$ cat config.mk
export PLATFORM = sky130hd
export DESIGN_NAME = sram_arbiter_flat
export DESIGN_NICKNAME = d
export VERILOG_FILES = /design/src/rtl/sram_arb_pkg.sv /design/src/rtl/sram_arbiter_if.sv /design/src/rtl/sram_arb_select.sv /design/src/rtl/sram_arbiter.sv /design/src/flat_wrapper.sv
export SDC_FILE = /design/constraint.sdc
export NUM_CORES = 1
export LEC_CHECK = 0
export BUFFER_PORTS_ARGS = -buffer_cell sky130_fd_sc_hd__buf_4
export CORE_ASPECT_RATIO = 0.6
export CORE_MARGIN = 2
export CORE_UTILIZATION = 35
export DETAILED_ROUTE_END_ITERATION = 16
export HOLD_SLACK_MARGIN = 0.05
export RECOVER_POWER = 100
export SYNTH_ARGS = -nofsm -noshare
export SYNTH_HDL_FRONTEND = slang
export SYNTH_SLANG_ARGS = --single-unit
$ cat constraint.sdc
create_clock -name clk_sys -period 5.2 [get_ports clk_sys]
set_clock_uncertainty 0.05 [all_clocks]
set_input_delay 0.26 -clock clk_sys [delete_from_list [all_inputs] [get_ports clk_sys]]
set_output_delay 0.26 -clock clk_sys [all_outputs]
set_load 0.005 [all_outputs]
$ cat src/rtl/sram_arb_pkg.sv
// Shared types for the SRAM arbiter: bus widths, port/state enums
// and the pending-request record latched per requester.
package sram_arb_pkg;

  localparam int ADDR_W = 21;
  localparam int DATA_W = 8;
  localparam int NPORT  = 3;

  typedef enum logic [1:0] {
    PORT_DL  = 2'd0,
    PORT_VID = 2'd1,
    PORT_CPU = 2'd2
  } port_e;

  typedef enum logic [1:0] {
    IDLE,
    SETUP,
    ACCESS,
    HOLD
  } state_e;

  typedef struct packed {
    logic [ADDR_W-1:0] addr;
    logic              we;
    logic [DATA_W-1:0] wdata;
  } req_t;

endpackage

$ cat src/rtl/sram_arbiter_if.sv
// Request/ack bus of the three SRAM clients plus the SRAM pin bundle.
// slave: arbiter side; master: clients + SRAM side.
interface sram_arbiter_if;
  import sram_arb_pkg::*;

  logic              dl_stb;
  logic [ADDR_W-1:0] dl_addr;
  logic [DATA_W-1:0] dl_wdata;
  logic              dl_busy;
  logic              dl_ack;

  logic              vid_stb;
  logic [ADDR_W-1:0] vid_addr;
  logic              vid_busy;
  logic              vid_ack;

  logic              cpu_stb;
  logic              cpu_we;
  logic [ADDR_W-1:0] cpu_addr;
  logic [DATA_W-1:0] cpu_wdata;
  logic              cpu_busy;
  logic              cpu_ack;

  logic [DATA_W-1:0] rdata;

  logic [ADDR_W-1:0] sram_a;
  logic [DATA_W-1:0] sram_dout;
  logic [DATA_W-1:0] sram_din;
  logic              sram_oe;
  logic              sram_we_n;

  modport slave (
    input  dl_stb, dl_addr, dl_wdata,
    output dl_busy, dl_ack,
    input  vid_stb, vid_addr,
    output vid_busy, vid_ack,
    input  cpu_stb, cpu_we, cpu_addr, cpu_wdata,
    output cpu_busy, cpu_ack,
    output rdata,
    output sram_a, sram_dout, sram_oe, sram_we_n,
    input  sram_din
  );

  modport master (
    output dl_stb, dl_addr, dl_wdata,
    input  dl_busy, dl_ack,
    output vid_stb, vid_addr,
    input  vid_busy, vid_ack,
    output cpu_stb, cpu_we, cpu_addr, cpu_wdata,
    input  cpu_busy, cpu_ack,
    input  rdata,
    input  sram_a, sram_dout, sram_oe, sram_we_n,
    output sram_din
  );

endinterface

$ cat src/rtl/sram_arb_select.sv
// Priority pick among pending ports with a CPU anti-starvation streak.
// Ports: clk_sys, reset, pend_i, take_i -> win_o, valid_o.
module sram_arb_select
  import sram_arb_pkg::*;
#(
  parameter int MAX_VID_STREAK = 4
) (
  input  logic             clk_sys,
  input  logic             reset,
  input  logic [NPORT-1:0] pend_i,
  input  logic             take_i,
  output port_e            win_o,
  output logic             valid_o
);

  localparam logic [3:0] SMAX = 4'(MAX_VID_STREAK);

  logic [3:0] streak_q, streak_d;
  logic       sel_dl, sel_cf, sel_vid;

  // Conditions are made mutually exclusive so the decoder is unique;
  // the forced-CPU case and plain CPU both fall to the default arm.
  always_comb begin
    sel_dl  = pend_i[PORT_DL];
    sel_cf  = !sel_dl && pend_i[PORT_CPU]
              && (streak_q == SMAX);
    sel_vid = !sel_dl && !sel_cf && pend_i[PORT_VID];
    valid_o = |pend_i;
    unique case (1'b1)
      sel_dl:  win_o = PORT_DL;
      sel_vid: win_o = PORT_VID;
      default: win_o = PORT_CPU;
    endcase
  end

  always_comb begin
    streak_d = streak_q;
    if (!pend_i[PORT_CPU]) begin
      streak_d = '0;
    end else if (take_i && win_o == PORT_CPU) begin
      streak_d = '0;
    end else if (take_i && win_o == PORT_VID
                 && streak_q != SMAX) begin
      streak_d = streak_q + 4'd1;
    end
  end

  always_ff @(posedge clk_sys or posedge reset) begin
    if (reset) streak_q <= '0;
    else       streak_q <= streak_d;
  end

endmodule

$ cat src/rtl/sram_arbiter.sv
// Three-port SRAM arbiter (download, video, CPU) with fixed access timing.
// Ports: clk_sys, reset, bus (sram_arbiter_if.slave: requests, acks, pins).
module sram_arbiter
  import sram_arb_pkg::*;
#(
  parameter int ACCESS_CYCLES  = 2,
  parameter int MAX_VID_STREAK = 4
) (
  input  logic clk_sys,
  input  logic reset,
  sram_arbiter_if.slave bus
);

  localparam logic [3:0] CNT_LOAD = 4'(ACCESS_CYCLES - 1);

  state_e            state_q, state_d;
  logic [3:0]        cnt_q, cnt_d;
  port_e             gnt_q, gnt_d;
  logic [NPORT-1:0]  pv_q, pv_d;
  req_t [NPORT-1:0]  pend_q, pend_d;
  req_t [NPORT-1:0]  nreq;
  logic [NPORT-1:0]  stb;
  logic [NPORT-1:0]  ack_q, ack_d;
  logic [ADDR_W-1:0] a_q, a_d;
  logic [DATA_W-1:0] dout_q, dout_d;
  logic [DATA_W-1:0] rdata_q, rdata_d;
  logic              oe_q, oe_d;
  logic              we_n_q, we_n_d;
  port_e             win;
  logic              valid;
  logic              take;
  req_t              win_req;

  assign take = (state_q == IDLE) && valid;

  sram_arb_select #(
    .MAX_VID_STREAK(MAX_VID_STREAK)
  ) u_sel (
    .clk_sys(clk_sys),
    .reset  (reset),
    .pend_i (pv_q),
    .take_i (take),
    .win_o  (win),
    .valid_o(valid)
  );

  assign stb = {bus.cpu_stb, bus.vid_stb, bus.dl_stb};

  always_comb begin
    nreq[PORT_DL]  = '{addr: bus.dl_addr, we: 1'b1,
                       wdata: bus.dl_wdata};
    nreq[PORT_VID] = '{addr: bus.vid_addr, we: 1'b0,
                       wdata: '0};
    nreq[PORT_CPU] = '{addr: bus.cpu_addr, we: bus.cpu_we,
                       wdata: bus.cpu_wdata};
  end

  always_comb begin
    state_d = state_q;
    cnt_d   = cnt_q;
    gnt_d   = gnt_q;
    pv_d    = pv_q;
    pend_d  = pend_q;
    a_d     = a_q;
    dout_d  = dout_q;
    oe_d    = oe_q;
    we_n_d  = we_n_q;
    rdata_d = rdata_q;
    ack_d   = '0;
    win_req = pend_q[win];
    for (int p = 0; p < NPORT; p++) begin
      if (stb[p] && !pv_q[p]) begin
        pv_d[p]   = 1'b1;
        pend_d[p] = nreq[p];
      end
    end
    unique case (state_q)
      IDLE: begin
        if (valid) begin
          gnt_d = win;
          a_d   = win_req.addr;
          oe_d  = win_req.we;
          if (win_req.we) dout_d = win_req.wdata;
          state_d = SETUP;
        end
      end
      SETUP: begin
        cnt_d   = CNT_LOAD;
        // oe doubles as the write flag of the access in flight
        we_n_d  = !oe_q;
        state_d = ACCESS;
      end
      ACCESS: begin
        if (cnt_q == '0) begin
          we_n_d = 1'b1;
          if (!oe_q) rdata_d = bus.sram_din;
          // busy drops on the same edge that raises ack
          pv_d[gnt_q]  = 1'b0;
          ack_d[gnt_q] = 1'b1;
          state_d = HOLD;
        end else begin
          cnt_d = cnt_q - 4'd1;
        end
      end
      HOLD: begin
        oe_d    = 1'b0;
        state_d = IDLE;
      end
      default: state_d = IDLE;
    endcase
  end

  always_ff @(posedge clk_sys or posedge reset) begin
    if (reset) begin
      state_q <= IDLE;
      cnt_q   <= '0;
      gnt_q   <= PORT_DL;
      pv_q    <= '0;
      pend_q  <= '0;
      ack_q   <= '0;
      a_q     <= '0;
      dout_q  <= '0;
      rdata_q <= '0;
      oe_q    <= 1'b0;
      we_n_q  <= 1'b1;
    end else begin
      state_q <= state_d;
      cnt_q   <= cnt_d;
      gnt_q   <= gnt_d;
      pv_q    <= pv_d;
      pend_q  <= pend_d;
      ack_q   <= ack_d;
      a_q     <= a_d;
      dout_q  <= dout_d;
      rdata_q <= rdata_d;
      oe_q    <= oe_d;
      we_n_q  <= we_n_d;
    end
  end

  assign bus.dl_busy   = pv_q[PORT_DL];
  assign bus.vid_busy  = pv_q[PORT_VID];
  assign bus.cpu_busy  = pv_q[PORT_CPU];
  assign bus.dl_ack    = ack_q[PORT_DL];
  assign bus.vid_ack   = ack_q[PORT_VID];
  assign bus.cpu_ack   = ack_q[PORT_CPU];
  assign bus.rdata     = rdata_q;
  assign bus.sram_a    = a_q;
  assign bus.sram_dout = dout_q;
  assign bus.sram_oe   = oe_q;
  assign bus.sram_we_n = we_n_q;

endmodule

$ cat src/flat_wrapper.sv
// flat-port wrapper written by rule: the top's interface ports become plain ports
module sram_arbiter_flat import sram_arb_pkg::*;
#(
  parameter int ACCESS_CYCLES  = 2,
  parameter int MAX_VID_STREAK = 4
)
  (clk_sys, reset, bus_dl_stb, bus_dl_addr, bus_dl_wdata, bus_dl_busy, bus_dl_ack, bus_vid_stb, bus_vid_addr, bus_vid_busy, bus_vid_ack, bus_cpu_stb, bus_cpu_we, bus_cpu_addr, bus_cpu_wdata, bus_cpu_busy, bus_cpu_ack, bus_rdata, bus_sram_a, bus_sram_dout, bus_sram_oe, bus_sram_we_n, bus_sram_din);
  sram_arbiter_if bus_i ();
  input  logic clk_sys;
  input  logic reset;
  input wire logic [$bits(bus_i.dl_stb)-1:0] bus_dl_stb;
  input wire logic [$bits(bus_i.dl_addr)-1:0] bus_dl_addr;
  input wire logic [$bits(bus_i.dl_wdata)-1:0] bus_dl_wdata;
  output wire logic [$bits(bus_i.dl_busy)-1:0] bus_dl_busy;
  output wire logic [$bits(bus_i.dl_ack)-1:0] bus_dl_ack;
  input wire logic [$bits(bus_i.vid_stb)-1:0] bus_vid_stb;
  input wire logic [$bits(bus_i.vid_addr)-1:0] bus_vid_addr;
  output wire logic [$bits(bus_i.vid_busy)-1:0] bus_vid_busy;
  output wire logic [$bits(bus_i.vid_ack)-1:0] bus_vid_ack;
  input wire logic [$bits(bus_i.cpu_stb)-1:0] bus_cpu_stb;
  input wire logic [$bits(bus_i.cpu_we)-1:0] bus_cpu_we;
  input wire logic [$bits(bus_i.cpu_addr)-1:0] bus_cpu_addr;
  input wire logic [$bits(bus_i.cpu_wdata)-1:0] bus_cpu_wdata;
  output wire logic [$bits(bus_i.cpu_busy)-1:0] bus_cpu_busy;
  output wire logic [$bits(bus_i.cpu_ack)-1:0] bus_cpu_ack;
  output wire logic [$bits(bus_i.rdata)-1:0] bus_rdata;
  output wire logic [$bits(bus_i.sram_a)-1:0] bus_sram_a;
  output wire logic [$bits(bus_i.sram_dout)-1:0] bus_sram_dout;
  output wire logic [$bits(bus_i.sram_oe)-1:0] bus_sram_oe;
  output wire logic [$bits(bus_i.sram_we_n)-1:0] bus_sram_we_n;
  input wire logic [$bits(bus_i.sram_din)-1:0] bus_sram_din;
  assign bus_i.dl_stb = bus_dl_stb;
  assign bus_i.dl_addr = bus_dl_addr;
  assign bus_i.dl_wdata = bus_dl_wdata;
  assign bus_dl_busy = bus_i.dl_busy;
  assign bus_dl_ack = bus_i.dl_ack;
  assign bus_i.vid_stb = bus_vid_stb;
  assign bus_i.vid_addr = bus_vid_addr;
  assign bus_vid_busy = bus_i.vid_busy;
  assign bus_vid_ack = bus_i.vid_ack;
  assign bus_i.cpu_stb = bus_cpu_stb;
  assign bus_i.cpu_we = bus_cpu_we;
  assign bus_i.cpu_addr = bus_cpu_addr;
  assign bus_i.cpu_wdata = bus_cpu_wdata;
  assign bus_cpu_busy = bus_i.cpu_busy;
  assign bus_cpu_ack = bus_i.cpu_ack;
  assign bus_rdata = bus_i.rdata;
  assign bus_sram_a = bus_i.sram_a;
  assign bus_sram_dout = bus_i.sram_dout;
  assign bus_sram_oe = bus_i.sram_oe;
  assign bus_sram_we_n = bus_i.sram_we_n;
  assign bus_i.sram_din = bus_sram_din;
  sram_arbiter #(.ACCESS_CYCLES(ACCESS_CYCLES), .MAX_VID_STREAK(MAX_VID_STREAK)) u_core (.clk_sys(clk_sys), .reset(reset), .bus(bus_i));
endmodule
==> run metrics <==
status=finished with violations; failing checks=max-capacitance violations, max-slew violations; HPWL after detailed placement=9840 um; met3 Use GR=4.69%; Power, Total=4.54 mW; CTS root buf=clkbuf_16; worst hold path type=in -> reg; IO Port Bufs=about 140; post-synthesis register bit count=around 140; Pleak=3.97 nW; first-pass GRT wire length=24800 um; async set-reset flop share out of synthesis=between 90% and 100%; Max-slew headroom=-14.3%; fmax=just under 0.3 GHz; CP Class=reg -> reg; met1 Use GR=about a quarter; Distinct cells, synth=39; worst hold slack=between 0.06 and 0.07 ns; post-synth top area cell=dfrtp_1; Max Slew Vio Count=24; CTS tree=built; Peak supply drop=between 200 and 300 uV; PwrDens=525 nW/um^2; CP Launch Type=flop; Die W=173 um; DR DRC count=0; H-tree depth=4; CTS Buffer Depth=2; register area share after synthesis=between 50 and 60%; # clock sinks=138; clk slew on worst S/H paths=around 0.060 ns; Layout area overhead=43.8%; syn avg cell area=13.1 um^2; crit-path max FO=23; core area=between 15000 and 20000 um^2; Top FF cell, synth=dfrtp_1; Post-Route WL=approximately 15000 um; hold buffer count at CTS=between 80 and 90; First-pass DRT Iterations=4; IO Pins=between 100 and 150; Final Hold Violating Endpoints=0; crit path DAT=around 3.6 ns; Nets=between 700 and 800; Max Cap Violations=1; CTS resizes=0; setup TNS=0 ns; Starting Density=35.4%; Avg WL per Cell=16.2 um; Skew-Pair Late Insertion Delay=0.40 ns; via-per-instance ratio=~4.6; post-layout util=roughly half; largest net degree at the start of global routing=82; final worst path period share=about 65%; Final Critical Period=between 3 and 4 ns; Mapped Area=6010 um^2; Syn Nets=559; Placed Cells=roughly 810; via count=approximately 4300; initial antenna violation count=1; YS warnings=0; most common cell after layout, fill and taps aside=dfrtp_1; RD Place Congestion=roughly 0.75; post-synth top area share=57.1%; CP required=5.43 ns; Die Ht=105 um; RSZ-0062 raised after global routing=false; Final Non-Filler Cells=929; Post-Synthesis Cells=roughly 460; number of flops mapped to enable cells by yosys=0; number of CTS-inserted buffers=17; global route total overflow=0; grt peak-use layer=met2; share of cells above drive strength 1=38.0%; vias in the first global route=between 4000 and 5000; total track usage=17.4%; most frequent cells in the layout=137 x dfrtp_1, 96 x mux2_2, 95 x buf_4; 1st-iter DRT viols=219; Synth area leaders=dfrtp_1 57%, mux2_2 18%, a21oi_1 3.9%, mux2i_1 3.7%, nor2b_1 2.6%; Post-CTS Setup Bufs=0; worst-margin pin slew=1.71 ns; row cnt=37; Worst Setup End Kind=flop; met2 Track Usage GR=27.0%; antenna viol nets, final=0; DIE AREA=around 18000 um^2; Finish-stage setup viols=0
stage by stage:
stage               instance area (um^2)  setup slack, ns
floorplan                           6010             1.20
global placement                    7250             2.96
detailed placement                  7250             2.90
CTS                                 8730             2.88
global route                        8640             1.64
finish                              8640             1.83
where the power goes:
part / internal (mW) / switching, mW
sequential: 1.52 / 0.278
combinational: 0.825 / 0.672
clock: 0.775 / 0.466
worst max-delay path, stage by stage, from the launching register on:
cell and delay, ns:
dfrtp_1 0.39, inv_1 0.06, ha_1 0.22, nand4b_2 0.12, nand3b_1 1.15, and3_1 0.85, mux2_1 0.41
per-layer routing:
layer	vias up	share of wire [%]	routed length [um]
met2	105	45	6780
met4	0	0.71	107
met1	2136	50	7510
met5	-	0	0
met3	11	4.4	666
li1	2041	-	-
cells by family (layout without fill, tap and decap cells):
group | count (synthesis) | in the layout | share of synthesized area [%]
AOI/OAI and AO/OA | 58 | 58 | 5.44
and+or+nand+nor | 92 | 92 | 8.21
xor gates and xnor gates | 5 | 5 | 0.729
muxes | 126 | 126 | 23.7
DFF | 138 | 138 | 57.5
buffers and inverters | 29 | 266 | 2.58
adders and majority gates | 9 | 9 | 1.87
other | 0 | 1 | 0
layout make-up:
type / instances / area (um^2)
Sequential cell: 138 / 3450
Timing Repair Buffer: 227 / 1880
Tap cell: 234 / 293
Antenna cell: 1 / 2.50
Clock inverter: 12 / 163
Multi-Input combinational cell: 290 / 2370
Inverter: 7 / 31.3
Clock buffer: 20 / 447
Fill cell: 1497 / 8350
cell usage after synthesis, types with 2 or more instances:
cell,number
a21oi_1,47
ha_1,9
nand3_1,6
clkbuf_1,3
nor3_1,2
dfrtp_1,137
mux2_4,8
mux2i_1,22
xor2_1,4
nor2_1,35
inv_1,7
buf_2,15
and2_1,3
mux2_2,96
o21ai_0,5
nand2_1,9
nor2b_1,25
buf_4,3
final timing paths:
check	startpoint	end	slack, ns	depth (start not counted)
min in group asynchronous	reset	u_core.pend_q[84]	0.52	3
hold reg to reg	u_core.bus.sram_dout[1]	u_core.bus.sram_dout[1]	0.45	1
setup reg to reg	u_core.u_sel.streak_q[0]	u_core.bus.sram_dout[5]	1.83	6
max in group asynchronous	reset	u_core.bus.sram_a[2]	3.35	4
setup / recovery	u_core.u_sel.streak_q[0]	u_core.bus.sram_dout[5]	1.83	6
hold / removal	bus_dl_addr[5]	u_core.pend_q[14]	0.07	2
flip-flops by register name (all words and copies together) (netlist names), 2 cells and up:
name and flops:
u_core.pend_q 81, u_core.bus.sram_a 21, u_core.ack_q 3, u_core.cnt_q 4
u_core.bus.rdata 8, u_core.gnt_q 2, u_core.pv_q 3, u_core.u_sel.streak_q 4
u_core.bus.sram_dout 8, u_core.state_q 2
No activity file was read; power rests on OpenSTA's default activity.
